==> src/rtl/phy_serializer_tx_pkg.sv <==
// Shared types and constants for the PHY serial transmitter.
package phy_pkg;

    // Link bring-up state: TRAIN sends only idle words, ACTIVE accepts data.
    typedef enum logic [0:0] {
        TRAIN  = 1'b0,
        ACTIVE = 1'b1
    } phy_state_e;

    // K28.5-style comma pattern used for training and idle fill.
    localparam logic [7:0] IDLE_WORD_DEFAULT = 8'hBC;

endpackage

==> src/rtl/phy_serializer_tx_if.sv <==
// Parallel-in handshake plus serial-out bus of the PHY transmitter.
interface phy_serializer_tx_if #(
    parameter int WIDTH = 8
) ();
    logic [WIDTH-1:0] data_in;
    logic             valid_in;
    logic             ready_out;
    logic             data_out;
    logic             frame_out;
    logic             active_out;

    // Word source side (drives data, observes the serial stream).
    modport master (
        output data_in,
        output valid_in,
        input  ready_out,
        input  data_out,
        input  frame_out,
        input  active_out
    );

    // Transmitter side.
    modport slave (
        input  data_in,
        input  valid_in,
        output ready_out,
        output data_out,
        output frame_out,
        output active_out
    );
endinterface

==> src/rtl/phy_serializer_tx_piso_shift_reg.sv <==
// Parallel-in serial-out shift register; the first bit of a loaded word
// appears on data_out in the cycle directly after the load edge.
module piso_shift_reg #(
    parameter int WIDTH     = 8,
    parameter bit MSB_FIRST = 1'b1
) (
    input  logic             clk_32f,
    input  logic             reset,
    input  logic             load,
    input  logic [WIDTH-1:0] load_word,
    output logic             data_out
);
    logic [WIDTH-1:0] shift_r;
    logic             data_r;

    // Load a fresh word at a boundary, otherwise present the next queued bit.
    always_ff @(posedge clk_32f) begin
        if (reset) begin
            shift_r <= {WIDTH{1'b0}};
            data_r  <= 1'b0;
        end else if (load) begin
            if (MSB_FIRST) begin
                data_r  <= load_word[WIDTH-1];
                shift_r <= {load_word[WIDTH-2:0], 1'b0};
            end else begin
                data_r  <= load_word[0];
                shift_r <= {1'b0, load_word[WIDTH-1:1]};
            end
        end else begin
            if (MSB_FIRST) begin
                data_r  <= shift_r[WIDTH-1];
                shift_r <= {shift_r[WIDTH-2:0], 1'b0};
            end else begin
                data_r  <= shift_r[0];
                shift_r <= {1'b0, shift_r[WIDTH-1:1]};
            end
        end
    end

    assign data_out = data_r;

endmodule

==> src/rtl/phy_serializer_tx.sv <==
// PHY serial transmitter: trains the link with idle words after reset, then
// serialises accepted parallel words with idle fill when no data is offered.
module phy_serializer_tx
    import phy_pkg::*;
#(
    parameter int               WIDTH       = 8,
    parameter logic [WIDTH-1:0] IDLE_WORD   = WIDTH'(IDLE_WORD_DEFAULT),
    parameter int               TRAIN_WORDS = 4,
    parameter bit               MSB_FIRST   = 1'b1
) (
    input  logic               clk_32f,
    input  logic               reset,
    phy_serializer_tx_if.slave bus
);
    localparam int                CNT_W    = $clog2(WIDTH);
    localparam logic [CNT_W-1:0]  LAST_BIT = CNT_W'(WIDTH - 1);
    localparam logic [CNT_W-1:0]  PRE_LAST = CNT_W'(WIDTH - 2);
    localparam logic [7:0]        LAST_TRN = 8'(TRAIN_WORDS - 1);

    phy_state_e       state_r;
    logic [CNT_W-1:0] bit_cnt_r;
    logic [7:0]       word_cnt_r;
    logic             ready_r;
    logic             frame_r;

    logic             boundary_s;
    logic             take_s;
    logic [WIDTH-1:0] load_word_s;

    // Word boundary detect and load-word selection (data only on a handshake).
    always_comb begin
        boundary_s  = (bit_cnt_r == LAST_BIT);
        take_s      = ready_r & bus.valid_in;
        load_word_s = IDLE_WORD;
        if (take_s) begin
            load_word_s = bus.data_in;
        end else begin
            load_word_s = IDLE_WORD;
        end
    end

    // Bit counter, training FSM and registered handshake/frame outputs.
    always_ff @(posedge clk_32f) begin
        if (reset) begin
            state_r    <= TRAIN;
            bit_cnt_r  <= LAST_BIT;
            word_cnt_r <= 8'd0;
            ready_r    <= 1'b0;
            frame_r    <= 1'b0;
        end else begin
            frame_r <= boundary_s;
            if (boundary_s) begin
                bit_cnt_r <= {CNT_W{1'b0}};
            end else begin
                bit_cnt_r <= bit_cnt_r + CNT_W'(1);
            end
            case (state_r)
                TRAIN: begin
                    // Leaving TRAIN restarts bit_cnt at 0, so ready stays low here.
                    ready_r <= 1'b0;
                    if (boundary_s) begin
                        word_cnt_r <= word_cnt_r + 8'd1;
                        if (word_cnt_r == LAST_TRN) begin
                            state_r <= ACTIVE;
                        end
                    end
                end
                ACTIVE: begin
                    // Ready in the cycle whose closing edge is the next boundary.
                    ready_r <= (bit_cnt_r == PRE_LAST);
                end
                default: begin
                    state_r <= TRAIN;
                    ready_r <= 1'b0;
                end
            endcase
        end
    end

    piso_shift_reg #(
        .WIDTH     (WIDTH),
        .MSB_FIRST (MSB_FIRST)
    ) u_piso (
        .clk_32f   (clk_32f),
        .reset     (reset),
        .load      (boundary_s),
        .load_word (load_word_s),
        .data_out  (bus.data_out)
    );

    assign bus.ready_out  = ready_r;
    assign bus.frame_out  = frame_r;
    assign bus.active_out = (state_r == ACTIVE);

endmodule
==> src/flat_wrapper.sv <==
// flat-port wrapper written by rule: the top's interface ports become plain ports
module phy_serializer_tx_flat import phy_pkg::*;
#(
    parameter int               WIDTH       = 8,
    parameter logic [WIDTH-1:0] IDLE_WORD   = WIDTH'(IDLE_WORD_DEFAULT),
    parameter int               TRAIN_WORDS = 4,
    parameter bit               MSB_FIRST   = 1'b1
)
  (clk_32f, reset, bus_data_in, bus_valid_in, bus_ready_out, bus_data_out, bus_frame_out, bus_active_out);
  phy_serializer_tx_if #(.WIDTH(WIDTH)) bus_i ();
  input  logic clk_32f;
  input  logic reset;
  input wire logic [$bits(bus_i.data_in)-1:0] bus_data_in;
  input wire logic [$bits(bus_i.valid_in)-1:0] bus_valid_in;
  output wire logic [$bits(bus_i.ready_out)-1:0] bus_ready_out;
  output wire logic [$bits(bus_i.data_out)-1:0] bus_data_out;
  output wire logic [$bits(bus_i.frame_out)-1:0] bus_frame_out;
  output wire logic [$bits(bus_i.active_out)-1:0] bus_active_out;
  assign bus_i.data_in = bus_data_in;
  assign bus_i.valid_in = bus_valid_in;
  assign bus_ready_out = bus_i.ready_out;
  assign bus_data_out = bus_i.data_out;
  assign bus_frame_out = bus_i.frame_out;
  assign bus_active_out = bus_i.active_out;
  phy_serializer_tx #(.WIDTH(WIDTH), .IDLE_WORD(IDLE_WORD), .TRAIN_WORDS(TRAIN_WORDS), .MSB_FIRST(MSB_FIRST)) u_core (.clk_32f(clk_32f), .reset(reset), .bus(bus_i));
endmodule
==> config.mk <==
export PLATFORM = sky130hd
export DESIGN_NAME = phy_serializer_tx_flat
export DESIGN_NICKNAME = d
export VERILOG_FILES = /design/src/rtl/phy_serializer_tx_pkg.sv /design/src/rtl/phy_serializer_tx_if.sv /design/src/rtl/phy_serializer_tx_piso_shift_reg.sv /design/src/rtl/phy_serializer_tx.sv /design/src/flat_wrapper.sv
export SDC_FILE = /design/constraint.sdc
export NUM_CORES = 1
export LEC_CHECK = 0
export CORE_MARGIN = 4
export CORE_UTILIZATION = 45
export DETAILED_ROUTE_END_ITERATION = 6
export GPL_TIMING_DRIVEN = 0
export PLACE_DENSITY_LB_ADDON = 0.25
export SYNTH_ARGS = -nofsm -noshare
export SYNTH_HDL_FRONTEND = slang
export SYNTH_SLANG_ARGS = --single-unit
==> constraint.sdc <==
create_clock -name clk_32f -period 1.65 [get_ports clk_32f]
set_clock_uncertainty 0.05 [all_clocks]
set_input_delay 0.33 -clock clk_32f [delete_from_list [all_inputs] [get_ports clk_32f]]
set_output_delay 0.33 -clock clk_32f [all_outputs]
set_load 0.02 [all_outputs]
==> summary.md <==
| Metric | Value |
|---|---|
| Outcome | `finished clean` |
| Clk sinks | `22` |
| Synth top area share | `0.495` |
| Fmax | `633 MHz` |
| DR iter-0 viols | `10` |
| Vias in the first global route | `682` |
| Fin Hold WS | `404 ps` |
| Initial Util | `0.494` |
| Setup slack, reg-to-reg | `70 ps` |
| Total number of vias | `721` |
| Pleak | `0.436 nW` |
| Dpl hpwl | `1270 um` |
| CP arrival | `1770 ps` |
| R2R cell count | `5` |
| Initial antenna violation count | `0` |
| Number of synthesized flops with an enable pin | `0` |
| Worst setup endpoint | `u_core.word_cnt_r[3]` |
| Root Buffer | `clkbuf_4` |
| Core ar. | `1800 um2` |
| Routed WL | `1680 um` |
| Clock Pin Slew Worst Setup and Hold Paths | `110 ps` |
| Top-Level Pins | `15` |
| First drt pass iteration count | `4` |
| Site Rows | `15` |
| CTS buffer count | `3` |
| Final period utilization | `0.958` |
| Worst setup EP type | `flop` |
| Synth Area in Compound Gates | `0.129` |
| Layout overhead on the synthesized area | `28.4%` |
| Chip Width | `52.5 um` |
| # DRC | `0` |
| Antenna diodes | `0` |
| Slew of the pin with the lowest slew margin | `433 ps` |
| Ys async rst share | `0` |
| Largest area contributor in the netlist | `dfxtp_1` |
| Syn_area_per_cell | `9.27 um2` |
| Die area | `2750 um2` |
| XOR/XNOR Fraction of Synth Area | `0.0197` |
| R2R Path Start | `u_core.bit_cnt_r[1]` |
| Largest family of logic cells by synthesized area | `simple AND/OR/NAND/NOR gates` |
| CTS tree | `yes` |
| Post-synthesis sequential area ratio | `0.495` |
| Worst skew pair latency | `300 ps` |
| Post-synthesis simple-gate area fraction | `0.245` |
| Post-Syn Area | `890 um2` |
| Die height | `52.5 um` |
| Largest net degree at the start of global routing | `13` |
| Post-synthesis mux area share | `0.0113` |
| Final Wtd Congestion | `0.782` |
| DP Area | `1060 um2` |
| Cts hold-fix bufs | `0` |
| Layout Nets | `133` |
| Max-cap violations | `0` |
| Most numerous cell in the Yosys netlist | `dfxtp_1` |
| Final antenna-violating net count | `0` |
| Prevailing post-synth register cell | `dfxtp_1` |
| Pwr Density | `1020 nW/um2` |
| Setup_tns | `0 ps` |
| Syn Inst Count | `96` |
| Port Buf Inserts | `14` |
| Slew Limit Headroom | `0.711` |
| Fin. Hold Viols | `0` |
| GRT Total Usage | `0.138` |
| Share of post-route cells with drive strength above 1 | `0.121` |
| Worst Setup Start Kind | `flop` |
| Ranking of synthesized cells by area | `dfxtp_1, ha_1, nor2_1` |
| Power Total | `1.17 mW` |
| HP Class | `reg2reg` |
| Number of synthesis warnings | `0` |
| CP startpoint | `u_core.bit_cnt_r[1]` |
| Via/cell ratio | `5.11` |
| Slew Limit Fails | `0` |
| Average wire per standard cell | `11.9 um` |
| Synth Area in Adders | `0.0703` |
| H-tree depth | `1` |
| Kind of critical path | `reg2reg` |
| Final setup fails | `0` |
| Yosys cell types | `27` |
| Flops & latches, synth | `22` |
| Final min period | `1580 ps` |
| Grt total ovfl | `0` |
| VDD IR max | `0.675 mV` |
| Worst Path Max Fanout | `5` |
| First-pass GRT wire length | `2800 um` |
| Critical Path RT | `1840 ps` |
| Post-route cell area | `1140 um2` |
| Clock buffer depth | `2` |
| Syn nets | `112` |
| Top cells by count, synth | `dfxtp_1, nor2_1, a21oi_1` |
| Reg2reg end | `u_core.word_cnt_r[3]` |
-- state kept, by name, indices dropped and copies added, names as in the netlist --
signal,flops
u_core.word_cnt_r,8
u_core.u_piso.shift_r,7
u_core.bit_cnt_r,3
u_core.bus.active_out,1
u_core.bus.frame_out,1
u_core.bus.ready_out,1
u_core.u_piso.data_out,1
-- cell usage in the layout, fill, tap and decap left out, drive strengths merged, types with 2 or more instances in the layout --
| cell type | n |
|---|---|
| o21ai | 4 |
| nand2b | 3 |
| clkdlybuf4s50 | 10 |
| nand2 | 4 |
| nor3 | 3 |
| nor2 | 13 |
| a21oi | 7 |
| nand3b | 2 |
| a211oi | 5 |
| or3 | 3 |
| nand3 | 3 |
| o31ai | 2 |
| dfxtp | 22 |
| buf | 3 |
| nor2b | 2 |
| xnor2 | 2 |
| ha | 5 |
| dlygate4sd2 | 2 |
| nand4 | 2 |
| clkbuf | 6 |
| inv | 4 |
| dlymetal6s2s | 2 |
| or4 | 2 |
-- worst min path at each step --
stage,from,cells past startpoint,to,slack [ps]
final,u_core.u_piso.shift_r[6],2,u_core.u_piso.shift_r[7],400
after detailed placement,u_core.u_piso.shift_r[6],2,u_core.u_piso.shift_r[7],400
after global routing,u_core.u_piso.shift_r[6],2,u_core.u_piso.shift_r[7],430
after global placement,u_core.u_piso.shift_r[1],2,u_core.u_piso.shift_r[2],390
after floorplan,reset,1,u_core.bus.frame_out,360
after CTS,u_core.u_piso.shift_r[6],2,u_core.u_piso.shift_r[7],410
-- worst max-delay path, stage by stage (launching register included) --
cell	delay [ps]
dfxtp_1	400
ha_4	170
ha_4	140
nand4b_1	170
or3_2	450
a21oi_1	140
-- through the flow --
stage	util	instances	worst slack (ps)
after detailed placement	0.589	135	-50.1
final	0.634	141	69.1
after global placement	0.589	135	40.4
after global routing	0.634	141	-1.66
after floorplan	-	96	131
after CTS	0.618	141	8.39
-- timing repair --
item                                    4_1_cts  5_1_grt
cloned                                        0        0
resized for setup                             4        7
pin swaps                                     0        0
endpoints found under the setup margin        8       10
buffers inserted                              2        0
-- layout make-up --
type / count / area [um2]
fill: 170 / 659
multi-input combinational: 67 / 448
timing repair buffer: 16 / 158
inverter: 4 / 15.0
clock buffer: 4 / 36.3
sequential: 22 / 442
tap: 25 / 31.3
buffer: 3 / 12.5
-- layer usage --
metal,part of all wire,vias up,GRT usage
met2,0.53,8,0.248
met5,0,-,0
li1,-,379,-
met4,0.0054,0,0.0383
met3,0.033,2,0.0513
met1,0.43,332,0.150
-- cells by family after synthesis --
group	Yosys count
flops	22
xor+xnor	2
compound gates	19
buf+inv	7
mux	1
fa+ha+maj	5
simple gates	40
-- report_power, final --
part	total (mW)	internal [mW]	switching [mW]
Sequential	0.633	0.591	0.0417
Clock	0.284	0.135	0.150
Combinational	0.251	0.131	0.120
Power figures use the tool's default switching activity.
